--- src/rtl/bin_to_bcd_seq_pkg.sv ---
// Shared constants, state encoding and elaboration helpers for the
// sequential binary-to-BCD converter.
package bin_to_bcd_seq_pkg;

    localparam int BCD_W = 4;
    localparam logic [BCD_W-1:0] ADJ_THRESH = 4'd5;
    localparam logic [BCD_W-1:0] ADJ_ADD    = 4'd3;

    typedef enum logic {
        ST_IDLE  = 1'b0,
        ST_SHIFT = 1'b1
    } state_t;

    function automatic int clog2(input int value);
        int r;
        r = 0;
        for (int v = value - 1; v > 0; v = v >> 1) begin
            r = r + 1;
        end
        return r;
    endfunction

    function automatic longint pow10(input int n);
        longint p;
        p = 64'sd1;
        for (int i = 0; i < n; i++) begin
            p = p * 64'sd10;
        end
        return p;
    endfunction

endpackage

--- src/rtl/bin_to_bcd_seq_adj_digit.sv ---
// Single-nibble double-dabble correction: values of 5 or more get +3 so the
// following left shift carries correctly into the next decimal digit.
module bcd_adj_digit
    import bin_to_bcd_seq_pkg::*;
(
    input  logic [BCD_W-1:0] din,
    output logic [BCD_W-1:0] dout
);

    // Nibble adjust, wraps within 4 bits (cannot overflow for legal inputs 0..9)
    always_comb begin
        if (din >= ADJ_THRESH) begin
            dout = din + ADJ_ADD;
        end else begin
            dout = din;
        end
    end

endmodule

--- src/rtl/bin_to_bcd_seq.sv ---
// Sequential shift-and-add-3 binary-to-BCD converter, one input bit per cycle,
// with a start/busy/done handshake and a leading-zero blanking mask.
module bin_to_bcd_seq
    import bin_to_bcd_seq_pkg::*;
#(
    parameter int BIN_W  = 10,
    parameter int DIGITS = 4
) (
    input  logic                      clock,
    input  logic                      resetn,
    input  logic                      start,
    input  logic [BIN_W-1:0]          bin,
    output logic                      busy,
    output logic                      done,
    output logic [BCD_W*DIGITS-1:0]   BCD,
    output logic [DIGITS-1:0]         LZ
);

    localparam int CNT_W = clog2(BIN_W + 1);
    localparam int S_W   = BCD_W * DIGITS;
    localparam logic [DIGITS-1:0] LZ_RST = {{(DIGITS-1){1'b1}}, 1'b0};
    localparam longint MAX_BIN = (64'sd1 <<< BIN_W) - 64'sd1;

    if (MAX_BIN >= pow10(DIGITS)) begin : g_range_check
        $error("bin_to_bcd_seq: 2^BIN_W-1 does not fit in DIGITS decimal digits");
    end

    state_t             state_r, state_s;
    logic [BIN_W-1:0]   sr_r, sr_s;
    logic [S_W-1:0]     s_r, s_s, adj_s, s_shift_s;
    logic [S_W-1:0]     bcd_r, bcd_s;
    logic [CNT_W-1:0]   cnt_r, cnt_s;
    logic [DIGITS-1:0]  lz_r, lz_s;
    logic               busy_r, busy_s;
    logic               done_r, done_s;

    for (genvar g = 0; g < DIGITS; g++) begin : g_adj
        bcd_adj_digit u_adj (
            .din  (s_r[g*BCD_W +: BCD_W]),
            .dout (adj_s[g*BCD_W +: BCD_W])
        );
    end

    // The top adjusted bit is dropped: it is always 0 once the range check holds
    assign s_shift_s = {adj_s[S_W-2:0], sr_r[BIN_W-1]};

    function automatic logic [DIGITS-1:0] lz_calc(input logic [S_W-1:0] v);
        logic [DIGITS-1:0] r;
        logic              zero;
        r    = {DIGITS{1'b0}};
        zero = 1'b1;
        for (int i = DIGITS - 1; i >= 0; i--) begin
            zero = zero & (v[i*BCD_W +: BCD_W] == {BCD_W{1'b0}});
            r[i] = zero;
        end
        r[0] = 1'b0;
        return r;
    endfunction

    // Next-state and datapath update for the IDLE/SHIFT controller
    always_comb begin
        state_s = state_r;
        sr_s    = sr_r;
        s_s     = s_r;
        cnt_s   = cnt_r;
        bcd_s   = bcd_r;
        lz_s    = lz_r;
        busy_s  = 1'b0;
        done_s  = 1'b0;
        case (state_r)
            ST_IDLE: begin
                if (start) begin
                    state_s = ST_SHIFT;
                    sr_s    = bin;
                    s_s     = {S_W{1'b0}};
                    cnt_s   = CNT_W'(BIN_W);
                    busy_s  = 1'b1;
                end else begin
                    state_s = ST_IDLE;
                end
            end
            ST_SHIFT: begin
                s_s   = s_shift_s;
                sr_s  = {sr_r[BIN_W-2:0], 1'b0};
                cnt_s = cnt_r - CNT_W'(1);
                if (cnt_r == CNT_W'(1)) begin
                    state_s = ST_IDLE;
                    bcd_s   = s_shift_s;
                    lz_s    = lz_calc(s_shift_s);
                    done_s  = 1'b1;
                end else begin
                    busy_s  = 1'b1;
                end
            end
            default: begin
                state_s = ST_IDLE;
            end
        endcase
    end

    // State and datapath registers; reset abandons any conversion in flight
    always_ff @(posedge clock or negedge resetn) begin
        if (!resetn) begin
            state_r <= ST_IDLE;
            sr_r    <= {BIN_W{1'b0}};
            s_r     <= {S_W{1'b0}};
            cnt_r   <= {CNT_W{1'b0}};
            bcd_r   <= {S_W{1'b0}};
            lz_r    <= LZ_RST;
            busy_r  <= 1'b0;
            done_r  <= 1'b0;
        end else begin
            state_r <= state_s;
            sr_r    <= sr_s;
            s_r     <= s_s;
            cnt_r   <= cnt_s;
            bcd_r   <= bcd_s;
            lz_r    <= lz_s;
            busy_r  <= busy_s;
            done_r  <= done_s;
        end
    end

    assign busy = busy_r;
    assign done = done_r;
    assign BCD  = bcd_r;
    assign LZ   = lz_r;

endmodule

--- config.mk ---
export PLATFORM = sky130hd
export DESIGN_NAME = bin_to_bcd_seq
export DESIGN_NICKNAME = d
export VERILOG_FILES = /design/src/rtl/bin_to_bcd_seq_pkg.sv /design/src/rtl/bin_to_bcd_seq_adj_digit.sv /design/src/rtl/bin_to_bcd_seq.sv
export SDC_FILE = /design/constraint.sdc
export NUM_CORES = 1
export LEC_CHECK = 0
export ABC_AREA = 1
export CORE_MARGIN = 1.5
export CORE_UTILIZATION = 50
export DETAILED_ROUTE_END_ITERATION = 10
export HOLD_SLACK_MARGIN = 0.06
export PLACE_DENSITY = 0.76
export RECOVER_POWER = 100
export SLEW_MARGIN = 20
export SYNTH_ARGS = -nofsm -noshare
export SYNTH_HDL_FRONTEND = slang
export SYNTH_HIERARCHICAL = 1
export SYNTH_SLANG_ARGS = --single-unit
--- constraint.sdc ---
create_clock -name clock -period 1.4 [get_ports clock]
set_input_delay 0.28 -clock clock [delete_from_list [all_inputs] [get_ports clock]]
set_output_delay 0.28 -clock clock [all_outputs]
set_load 0.02 [all_outputs]
==> run summary <==
Startpoint class of the critical path: a flip-flop. For the final estimated routing congestion in global placement, the log shows 0.756. Synthesis produced 303 cells.

The run finished, with violations left. The number of antenna cells inserted came out at 0. The number of nets at the end of the flow was 395.

In this run, CTS created clock tree buffers numbering 5. The number of antenna-violating nets in the routed design was 0. The critical path in this run is classified as reg -> reg. Setup repair after global routing could not meet its margin everywhere. The region available for standard cell placement spans 5140 µm².

The die covers 5790 µm². Time the final worst path needs with I/O delays and setup: 1.57 ns. Across all layers, the routed design uses 2,213 vias. The height of the die is 76.1 µm, and the overall die width is 76.1 µm. The clock sink total is 51.

Most frequent cell on the critical path: nand2_1. After clock tree synthesis, the clock-pin slew on the worst setup and hold paths is 0.10 ns. The average routed wire per standard cell came out at 13.8 µm. Derived from the worst setup path, the maximum achievable clock frequency is 0.635 GHz. The final cycle utilization of the critical path was 1.12.

Yosys printed 6 warnings. For this block, the initial DRC count from the detailed router was 129. The fraction of layout cells with a size suffix above 1 works out to 0.394. For this block, the routed nets add up to 6110 µm of wire.

Cell family contributing the most delay on the critical path: simple AND/OR/NAND/NOR gates. The number of rows created at floorplan is 26. TritonCTS built the clock tree. The tools report the post-layout worst setup margin as -0.174 ns. Setup violations remaining at the end of the flow were counted as 13.

The slowest library cell on the worst path is dfrtp_1. The later-pin clock latency in the skew report is 0.31 ns. The checks that failed: negative setup slack. The signal on the critical path passes through inv_2 -> ha_4 -> nand2_2 -> nand2_4 -> nor2_4 -> nand2_1 -> nand2_2 -> nor2_1 -> nand2_1 -> nor2_2 -> nand3_1 -> nand2_1. No sink is reached through more buffers than the 2 on the longest clock path. The run gives 0 as the remaining design rule violation count. 35 I/O pins were placed. STA classifies the critical path endpoint as a flip-flop. The number of buffers and inverters on the critical path works out to 1. The power density over the cells is 2630 nW/µm², and the overall routing resource usage is 0.217. The pre-antenna-repair detailed-routing pass consisted of 7 iterations. For the worst setup path, the data required time is 1.66 ns. The reported max-cap violation count is 0.

The uppermost metal layer occupied by signal nets is met4. Dividing the detail-routed via count by the number of cells gives 5.00. For the remaining global-route overflow, the log shows 0. At the pin with the least slew margin, the transition time is 0.640 ns.

The placed instances occupy a cell area of 3200 µm². The tools report the wire length the detailed router placed on met1 as 2670 µm. On the final layout, the worst hold slack is 0.475 ns. Buffers placed on the I/O ports in this run total 33. For the placed wire-length estimate, the log shows 3640 µm. The buffer cell driving the clock tree root is clkbuf_8.

Averaged over all synthesized cells, the footprint is 8.82 µm². In the detailed route, the total length drawn on met2 is 3090 µm. In the detailed route, the total length drawn on met3 is 198 µm. The count of pins over their slew limit is 0, and the area of the mapped netlist is 2670 µm². In this run the worst hold path is classified as reg -> reg.

On the worst path, the slowest cell contributes a delay of 0.41 ns. The headroom to the max-slew limit is 0.573, and the maximum number of pins on one net before global-route repair is 25. The tools report the reported leakage power as 1.71 nW. On the final layout, the worst clock skew is 0.00741 ns. The initial standard-cell utilization of the core is 0.520. When the netlist entered floorplanning its net count stood at 326. The area added between synthesis and finish came out at 33.9%.

The clock tree synthesis step divided the H-tree into 2 levels. Critical path arrival: 1.83 ns. For the peak supply drop, the log shows 1080 µV. For the final design area excluding fillers, the log shows 3580 µm².

In this run the worst path has a maximum fanout of 4. The first global-routing pass estimated 10,100 µm of wire. The number of antenna violations at the first check in global routing is 0, and the number of hold-slack violations in the final timing report is 0. The number of global-route vias before repair is 2,239.
layer usage:
metal / vias up / GRT usage
li1: 1092 / -
met1: 1055 / 0.265
met2: 53 / 0.375
met3: 13 / 0.0467
met4: 0 / 0.0870
met5: - / 0
repair_timing:
action                                  in CTS  in global routing
gates resized for setup                     65                 47
endpoints found under the setup margin      30                 29
pin swaps                                   36                 30
hold buffers                                 1                  0
buffers inserted                             8                  8
endpoints found under the hold margin        7                  0
registers in the layout (all words and copies together), names as in the netlist:
name / flops
BCD: 16
busy: 1
done: 1
LZ: 3
cnt_r: 4
sr_r: 10
s_r: 16
report_power, final:
group	switching, W	internal, W
logic	0.00338	0.00255
clock network	0.000504	0.000353
registers	0.000467	0.00216
final timing paths:
| check | slack [ns] | endpoint | cells past startpoint | start |
|---|---|---|---|---|
| max in group asynchronous | 0.12 | BCD[1] | 3 | resetn |
| worst max register to register | -0.17 | LZ[1] | 12 | s_r[9] |
| worst max-delay path | -0.17 | LZ[1] | 12 | s_r[9] |
| worst min register to register | 0.48 | LZ[2] | 2 | LZ[2] |
| min in group asynchronous | 0.49 | BCD[11] | 2 | resetn |
| worst min-delay path | 0.48 | LZ[2] | 2 | LZ[2] |
worst register-to-register path, cell delays in order, from the launching register on:
cell,delay (ns)
dfrtp_1,0.41
inv_2,0.12
ha_4,0.14
nand2_2,0.06
nand2_4,0.09
nor2_4,0.06
nand2_1,0.10
nand2_2,0.08
nor2_1,0.10
nand2_1,0.08
nor2_2,0.13
nand3_1,0.09
nand2_1,0.06
cells in the final DEF, fill, tap and decap left out, types with 2 or more instances in the layout:
cell and count:
nor2_2 2, ha_1 2, inv_2 19, clkdlybuf4s50_1 11, a22oi_1 4, clkbuf_8 5, nand3_1 4, nand2_1 73
nand2_4 3, inv_1 21, nand2_2 13, clkbuf_4 2, buf_2 2, o21ai_0 7, dfstp_2 3, nor2_4 8
a21oi_2 3, dlygate4sd2_1 18, o211ai_1 4, buf_6 7, o21ai_2 30, inv_4 3, clkbuf_2 2, nor2_1 21
o21ai_1 9, buf_4 27, dfrtp_1 46, ha_4 8, dfrtp_2 2, clkinv_2 2
cell type report:
type                       count  area, µm²
clock inverter                 3       18.8
multi-input combinational    199       1330
fill                         405       1560
inverter                      43        169
clock buffer                   5       68.8
sequential                    51       1280
tap                           70       87.6
timing repair buffer          72        618
through the flow:
| stage | setup TNS [ns] | worst slack [ns] | power [W] | std cells | util |
|---|---|---|---|---|---|
| 2_1_floorplan | 0 | 0.00389 | 0.00578 | 303 | - |
| 3_3_place_gp | -0.125 | -0.0634 | 0.00718 | 419 | 0.622 |
| 3_5_place_dp | -0.436 | -0.135 | 0.00731 | 419 | 0.622 |
| 4_1_cts | -0.295 | -0.0845 | 0.00858 | 436 | 0.667 |
| 5_1_grt | -3.41 | -0.263 | 0.0102 | 443 | 0.696 |
| 6_report | -0.827 | -0.174 | 0.00941 | 443 | 0.696 |
Power figures use the tool's default switching activity.
